File: src/rtl/inst_fetch_unit.sv
// Fetch stage: PC + imem req/ack, pre-decodes jumps, issues to decode one instr per 2 cycles at best.
// Redirect squashes and re-fetches via IDLE; decode stalls hold the output. Optional IFU_FETCH_COUNT_EN adds fetch_count.
module inst_fetch_unit #(
  parameter int                    PC_WIDTH    = 8,
  parameter int                    INSTR_WIDTH = 8,
  parameter logic [PC_WIDTH-1:0]   RESET_PC    = '0,
  parameter logic [2:0]            JMP_OPCODE  = 3'b101
) (
  input  logic                   clk,
  input  logic                   rst,
  output logic                   imem_req,
  output logic [PC_WIDTH-1:0]    imem_addr,
  input  logic [INSTR_WIDTH-1:0] imem_rdata,
  input  logic                   imem_ack,
  output logic                   instr_valid,
  input  logic                   instr_ready,
  output logic [INSTR_WIDTH-1:0] instr_out,
  output logic [2:0]             opcode,
  output logic [PC_WIDTH-1:0]    pc_out,
  input  logic                   redirect_valid,
  input  logic [PC_WIDTH-1:0]    redirect_pc
`ifdef IFU_FETCH_COUNT_EN
  ,
  output logic [15:0]            fetch_count
`endif
);

  typedef enum logic [1:0] {
    S_IDLE  = 2'd0,
    S_FETCH = 2'd1,
    S_ISSUE = 2'd2
  } state_t;

  state_t                 r_state;
  logic [PC_WIDTH-1:0]    r_pc;
  logic [PC_WIDTH-1:0]    r_pc_out;
  logic                   r_imem_req;
  logic                   r_instr_valid;
  logic [INSTR_WIDTH-1:0] r_instr_out;

  logic                   w_is_jmp;
  logic [PC_WIDTH-1:0]    w_next_pc;
  logic                   w_accept;

  // Jumps stay within the current 32-entry page: only the low 5 PC bits are replaced.
  assign w_is_jmp  = (imem_rdata[7:5] == JMP_OPCODE);
  assign w_next_pc = w_is_jmp ? {r_pc[PC_WIDTH-1:5], imem_rdata[4:0]}
                              : r_pc + PC_WIDTH'(1);
  assign w_accept  = (r_state == S_ISSUE) && r_instr_valid && instr_ready;

  always_ff @(posedge clk or posedge rst) begin
    if (rst) begin
      r_state       <= S_IDLE;
      r_pc          <= RESET_PC;
      r_imem_req    <= 1'b0;
      r_instr_valid <= 1'b0;
      r_instr_out   <= '0;
      r_pc_out      <= '0;
    end else if (redirect_valid) begin
      // Redirect wins over any ack or decode handshake in the same cycle.
      r_state       <= S_IDLE;
      r_pc          <= redirect_pc;
      r_imem_req    <= 1'b0;
      r_instr_valid <= 1'b0;
    end else begin
      case (r_state)
        S_IDLE: begin
          r_state    <= S_FETCH;
          r_imem_req <= 1'b1;
        end
        S_FETCH: begin
          if (imem_ack) begin
            r_instr_out   <= imem_rdata;
            r_pc_out      <= r_pc;
            r_instr_valid <= 1'b1;
            r_imem_req    <= 1'b0;
            r_pc          <= w_next_pc;
            r_state       <= S_ISSUE;
          end
        end
        S_ISSUE: begin
          if (w_accept) begin
            r_instr_valid <= 1'b0;
            r_imem_req    <= 1'b1;
            r_state       <= S_FETCH;
          end
        end
        default: begin
          r_state       <= S_IDLE;
          r_imem_req    <= 1'b0;
          r_instr_valid <= 1'b0;
        end
      endcase
    end
  end

  assign imem_req    = r_imem_req;
  assign imem_addr   = r_pc;
  assign instr_valid = r_instr_valid;
  assign instr_out   = r_instr_out;
  assign opcode      = r_instr_out[7:5];
  assign pc_out      = r_pc_out;

`ifdef IFU_FETCH_COUNT_EN
  logic [15:0] r_fetch_count;

  // Squashed handshakes (redirect in the same cycle) are not counted.
  always_ff @(posedge clk or posedge rst) begin
    if (rst) begin
      r_fetch_count <= '0;
    end else if (!redirect_valid && w_accept && (r_fetch_count != 16'hFFFF)) begin
      r_fetch_count <= r_fetch_count + 16'd1;
    end
  end

  assign fetch_count = r_fetch_count;
`endif

endmodule

File: config.mk
export PLATFORM = sky130hd
export DESIGN_NAME = inst_fetch_unit
export DESIGN_NICKNAME = d
export VERILOG_FILES = /design/src/rtl/inst_fetch_unit.sv
export SDC_FILE = /design/constraint.sdc
export NUM_CORES = 1
export LEC_CHECK = 0
export CAP_MARGIN = 10
export CORE_MARGIN = 2
export CORE_UTILIZATION = 43
export DETAILED_ROUTE_END_ITERATION = 16
export PLACE_DENSITY_LB_ADDON = 0.2
export REMOVE_ABC_BUFFERS = 1
export SYNTH_ARGS = -nofsm -noshare
export SYNTH_HDL_FRONTEND = slang
export SYNTH_SLANG_ARGS = --single-unit
File: constraint.sdc
create_clock -name clk -period 1.9 [get_ports clk]
set_input_delay 0.19 -clock clk [delete_from_list [all_inputs] [get_ports clk]]
set_output_delay 0.19 -clock clk [all_outputs]
set_load 0.05 [all_outputs]
-- Yosys cells after proc, flatten, opt, wreduce, memory -nomap -nowiden
Cells that the tools add are included.
W data, S select, Z words.
- add/sub/neg operators: 1
- eq/ne operators: 7
- mux-type cells: 16
- bitwise logic cells: 1
- reductions and logical operators: 10
- operators by type and width (operator ; count):
    $mux W8 ; 4
    $reduce_and A3 Y1 ; 3
    $add A8 B1 Y8 const B ; 1
    $mux W1 ; 6
    $mux W2 ; 3
    $ne A3 B3 Y1 const B ; 2
    $pmux W1 S3 ; 2
    $pmux W2 S3 ; 1
    $ne A2 B2 Y1 const B ; 2
    $reduce_and A2 Y1 ; 2
    $reduce_bool A2 Y1 ; 2
    $eq A3 B3 Y1 const B ; 1
    $eq A2 B1 Y1 const B ; 1
    $eq A2 B2 Y1 const B ; 1
    $logic_and A1 B1 Y1 ; 2
    $logic_not A2 Y1 ; 1
    $not A1 Y1 ; 1
- flip-flop bits (word level): 28
- input port bits: 21
- output and inout port bits: 29
- word-level logic and storage cells: 42

-- Longest topological paths before layout
- word-level depth: 6
- gate-level depth with buffers: 5
- mapped depth without buffers: 5

-- Worst setup path after synthesis
OpenSTA, ideal clock, no wires.
- path kind: reg2reg
- start point: register r_pc[0], in the netlist imem_addr[0]
- end point: register r_pc[6], in the netlist imem_addr[6]
- library setup time: 0.125 ns
- data arrival time: 1.664 ns
- required time: 1.775 ns
- setup slack: 0.111 ns
- stages on the path, launching flop included: 6
- buffers on the path: 0
- clock period less this slack: 1.789 ns
- path through: dfrtp_1 > ha_1 > nand4_1 > nor4_1 > xor2_1 > mux2_2
- longest elaborated chain between the ends: 5
- ends and longest elaborated chain (item ; RTL line ; RTL):
    from (decl) ; 35 ; logic [PC_WIDTH-1:0] r_pc;
    from (signal assigned) ; 62 ; r_pc <= redirect_pc;
    from (signal assigned) ; 77 ; r_pc <= w_next_pc;
    $add A8 B1 Y8 ; 48 ; : r_pc + PC_WIDTH'(1);
    $mux W8 ; 47 ; assign w_next_pc = w_is_jmp ? {r_pc[PC_WIDTH-1:5], imem_rdata[4:0]}
    $mux W8 ; 72 ; if (imem_ack) begin
    $mux W8 ; 66 ; case (r_state)
    $mux W8 ; 59 ; end else if (redirect_valid) begin
No other way between the ends. The select of a mux whose other input is x is not followed.
A chain may end at the register's enable or synchronous reset.

-- Worst setup path in the final report
- start point: register r_pc[2], in the netlist imem_addr[2]
- end point: output imem_addr[2]
- RTL lines (item ; RTL line ; RTL):
    to (decl) ; 12 ; output logic [PC_WIDTH-1:0] imem_addr,
No word-level cell between the ends.

==> key figures <==
Synth
  – Multiplexer share of the synthesized area: roughly 16%
  – Xor and xnor area share after synthesis: 2.67%
  – Post-synth cell types: 34
  – Largest family of logic cells by synthesized area: multiplexers
  – Adder-cell share of the synthesized area: 0.954%
  – Seq cells post-synth: 27
  – Syn. warnings: 0
  – Synth area leader: dfrtp_1
  – Post-synth ARST share: 100%
  – Largest cells by area after synthesis: dfrtp_1, mux2_2, o21ai_0
  – Primary FF master, synth: dfrtp_1
  – Sequential share of the synthesized area: 51.5%
  – Cell area after synthesis: between 1000 and 1500 um^2
  – Syn Inst Count: 111
  – Mapped Avg Cell Area: 11.8 um^2
  – Synth Area in Simple Gates: around 14%
  – Number of flops mapped to enable cells by yosys: 0
  – Synth Area in Compound Gates: 10.1%
  – Top-count cell post-synth: dfrtp_1
  – Synth top cells by count: dfrtp_1, mux2_2, nand2_1
  – Synth top area share: just over 50%

Layout
  – Final Cell Area: 1880 um^2
  – Area grow syn2layout: 43.1%
  – Register area: between 600 and 700 um^2
  – Final core utilization: 63.0%
  – Layout cell share with drive strength beyond 1: 17.5%
  – Antenna cell count: 0
  – Multi-input gate area: approximately 570 um^2
  – Fillers: 261
  – Layout Nets: 183

STA
  – Final worst slack: 0.0723 ns
  – RSZ-0062 raised after global routing: false
  – Setup-failing EPs final: 0
  – Final min period: 1.83 ns
  – Slew @ Worst Pin: between 0.5 and 0.6 ns
  – Setup TNS: 0 ns
  – Final hold violation count: 0
  – Final critical-path share of the clock period: between 90 and 100%
  – Max Freq: 547 MHz
  – Rel. slew slack: 65.5%
  – Clock skew: 0.00276 ns
  – Fin. max-slew vios: 0

Floorplanning
  – Die Footprint: 3510 um^2
  – Core Area: 2980 um^2
  – Die width: 59.2 um
  – Die height: approximately 59 um
  – Initial Util: 44.0%
  – Row count: 20
  – Io pins: 50

Global route
  – Largest net degree at the start of global routing: 28
  – Vias in the first global route: slightly above 1,000
  – Initial antenna violation count: 0
  – Grt total ovfl: 0
  – GRT Total Usage: 17.6%
  – First-pass GRT wire length: around 4600 um

Setup path
  – Critical Path AT: 1.64 ns
  – Critical path endpoint category: output port
  – Worst path max stage delay: 0.85 ns
  – Crit path buffers/inverters: 1
  – Top delay family on crit path: buffers and inverters
  – Worst path cell trace: clkdlybuf4s50_1
  – Crit-path slowest cell: clkdlybuf4s50_1
  – CP Class: reg2out
  – CP Max Fanout: 7
  – CP Data Required Time: 1.71 ns
  – Crit path launch type: flop

Power and ir drop
  – Static Leak: 0.000815 uW
  – Power Total: 2060 uW
  – Power per cell area: ~1100 nW/um^2
  – Peak VDD IR: 0.540 mV

Clocking
  – CTS H-tree lvls: 1
  – CTS Buf Count: 3
  – Later-pin clock latency in the skew report: 0.32 ns
  – Post-CTS sizing: 0
  – CTS max path bufs: 2
  – Hold buffers post-CTS: 0
  – CTS tree: yes
  – CTS sink count: 27
  – Postcts setup bufs: 0
  – Clock root cell: clkbuf_4
  – Worst-path clk slew: between 0.1 and 0.15 ns

Placement
  – Placed cell areas: 1840 um^2
  – Routability congestion estimate: 0.789
  – Pre-CTS WS: 0.0822 ns
  – DP HPWL: 2120 um
  – I/O Buffers: 49

Drt
  – Drt wl/cell: 14.4 um
  – Initial DRC Count: 30
  – Via-per-instance ratio: 5.35
  – DRC Markers: 0
  – ANT nets after route: 0
  – DR pass1 iterations: 4
  – DR vias: 1,033
  – Post-Route WL: roughly 2800 um

Status
  – Status: completed

Worst hold path
  – Hold Path Class: in2async

Job
  – Maximum capacitance violations: 0
## logic make-up after synthesis
kind of cell    Yosys count
mux                      19
fa+ha+maj                 1
simple gates             28
flops                    27
xor+xnor                  4
buf+inv                  12
compound gates           20
## layout by cell type, fill, tap and decap left out, drive strengths merged, types with 3 or more instances in the layout
master | Yosys | final
nor2 | 5 | 5
dlymetal6s2s | 0 | 4
clkdlybuf4s50 | 0 | 45
mux2 | 17 | 17
clkbuf | 3 | 3
o221ai | 3 | 3
o21ai | 7 | 7
inv | 4 | 4
nor4 | 3 | 3
dfrtp | 27 | 27
buf | 5 | 4
a21oi | 4 | 4
nand2 | 8 | 8
## report_power, final
group          switching, uW  total [uW]  leakage (uW)  internal (uW)
combinational            654        1040      0.000469            384
clock                    163         242     0.0000177           78.8
sequential              86.1         780      0.000329            694
## flip-flops by register name (all words and copies together), names as in the netlist
register     flops
pc_out           8
r_state          2
instr_valid      1
imem_addr        8
instr_out        8
## worst paths after layout
kind	cells past startpoint	endpoint	start	slack [ns]
worst max-delay path	1	imem_addr[2]	imem_addr[2]$_DFFE_PP0P_	0.07
worst min-delay path	3	instr_out[6]$_DFFE_PP0P_	rst	0.22
worst max register to register	5	imem_addr[6]$_DFFE_PP0P_	imem_addr[0]$_DFFE_PP0P_	0.33
worst min register to register	1	pc_out[6]$_DFFE_PP0P_	pc_out[6]$_DFFE_PP0P_	0.52
max in group asynchronous	3	pc_out[0]$_DFFE_PP0P_	rst	1.42
min in group clk	3	imem_addr[7]$_DFFE_PP0P_	redirect_pc[7]	0.41
## layout make-up
cell class / instances / area share (%)
clock buffers: 3 / 1.20
clock inverters: 1 / 0.267
inverters: 4 / 0.800
multi-input cells: 72 / 30.6
flip-flops and latches: 27 / 36.0
well taps: 33 / 2.20
repair buffers: 53 / 28.9
## per-stage QoR
step | cells | hold slack (ns)
final | 193 | 0.221
after detailed placement | 189 | 0.495
after global placement | 189 | 0.489
after global routing | 193 | 0.235
after floorplan | 103 | 0.243
after CTS | 193 | 0.229
## layer usage
metal,global-route usage (%),vias to the layer above,routed length (um)
met4,9.42,0,49
met5,0,-,0
met1,23.1,496,1190
met3,2.62,6,142
li1,-,496,-
met2,27.9,35,1400
Note: power is estimated with default switching activity, not from simulation.
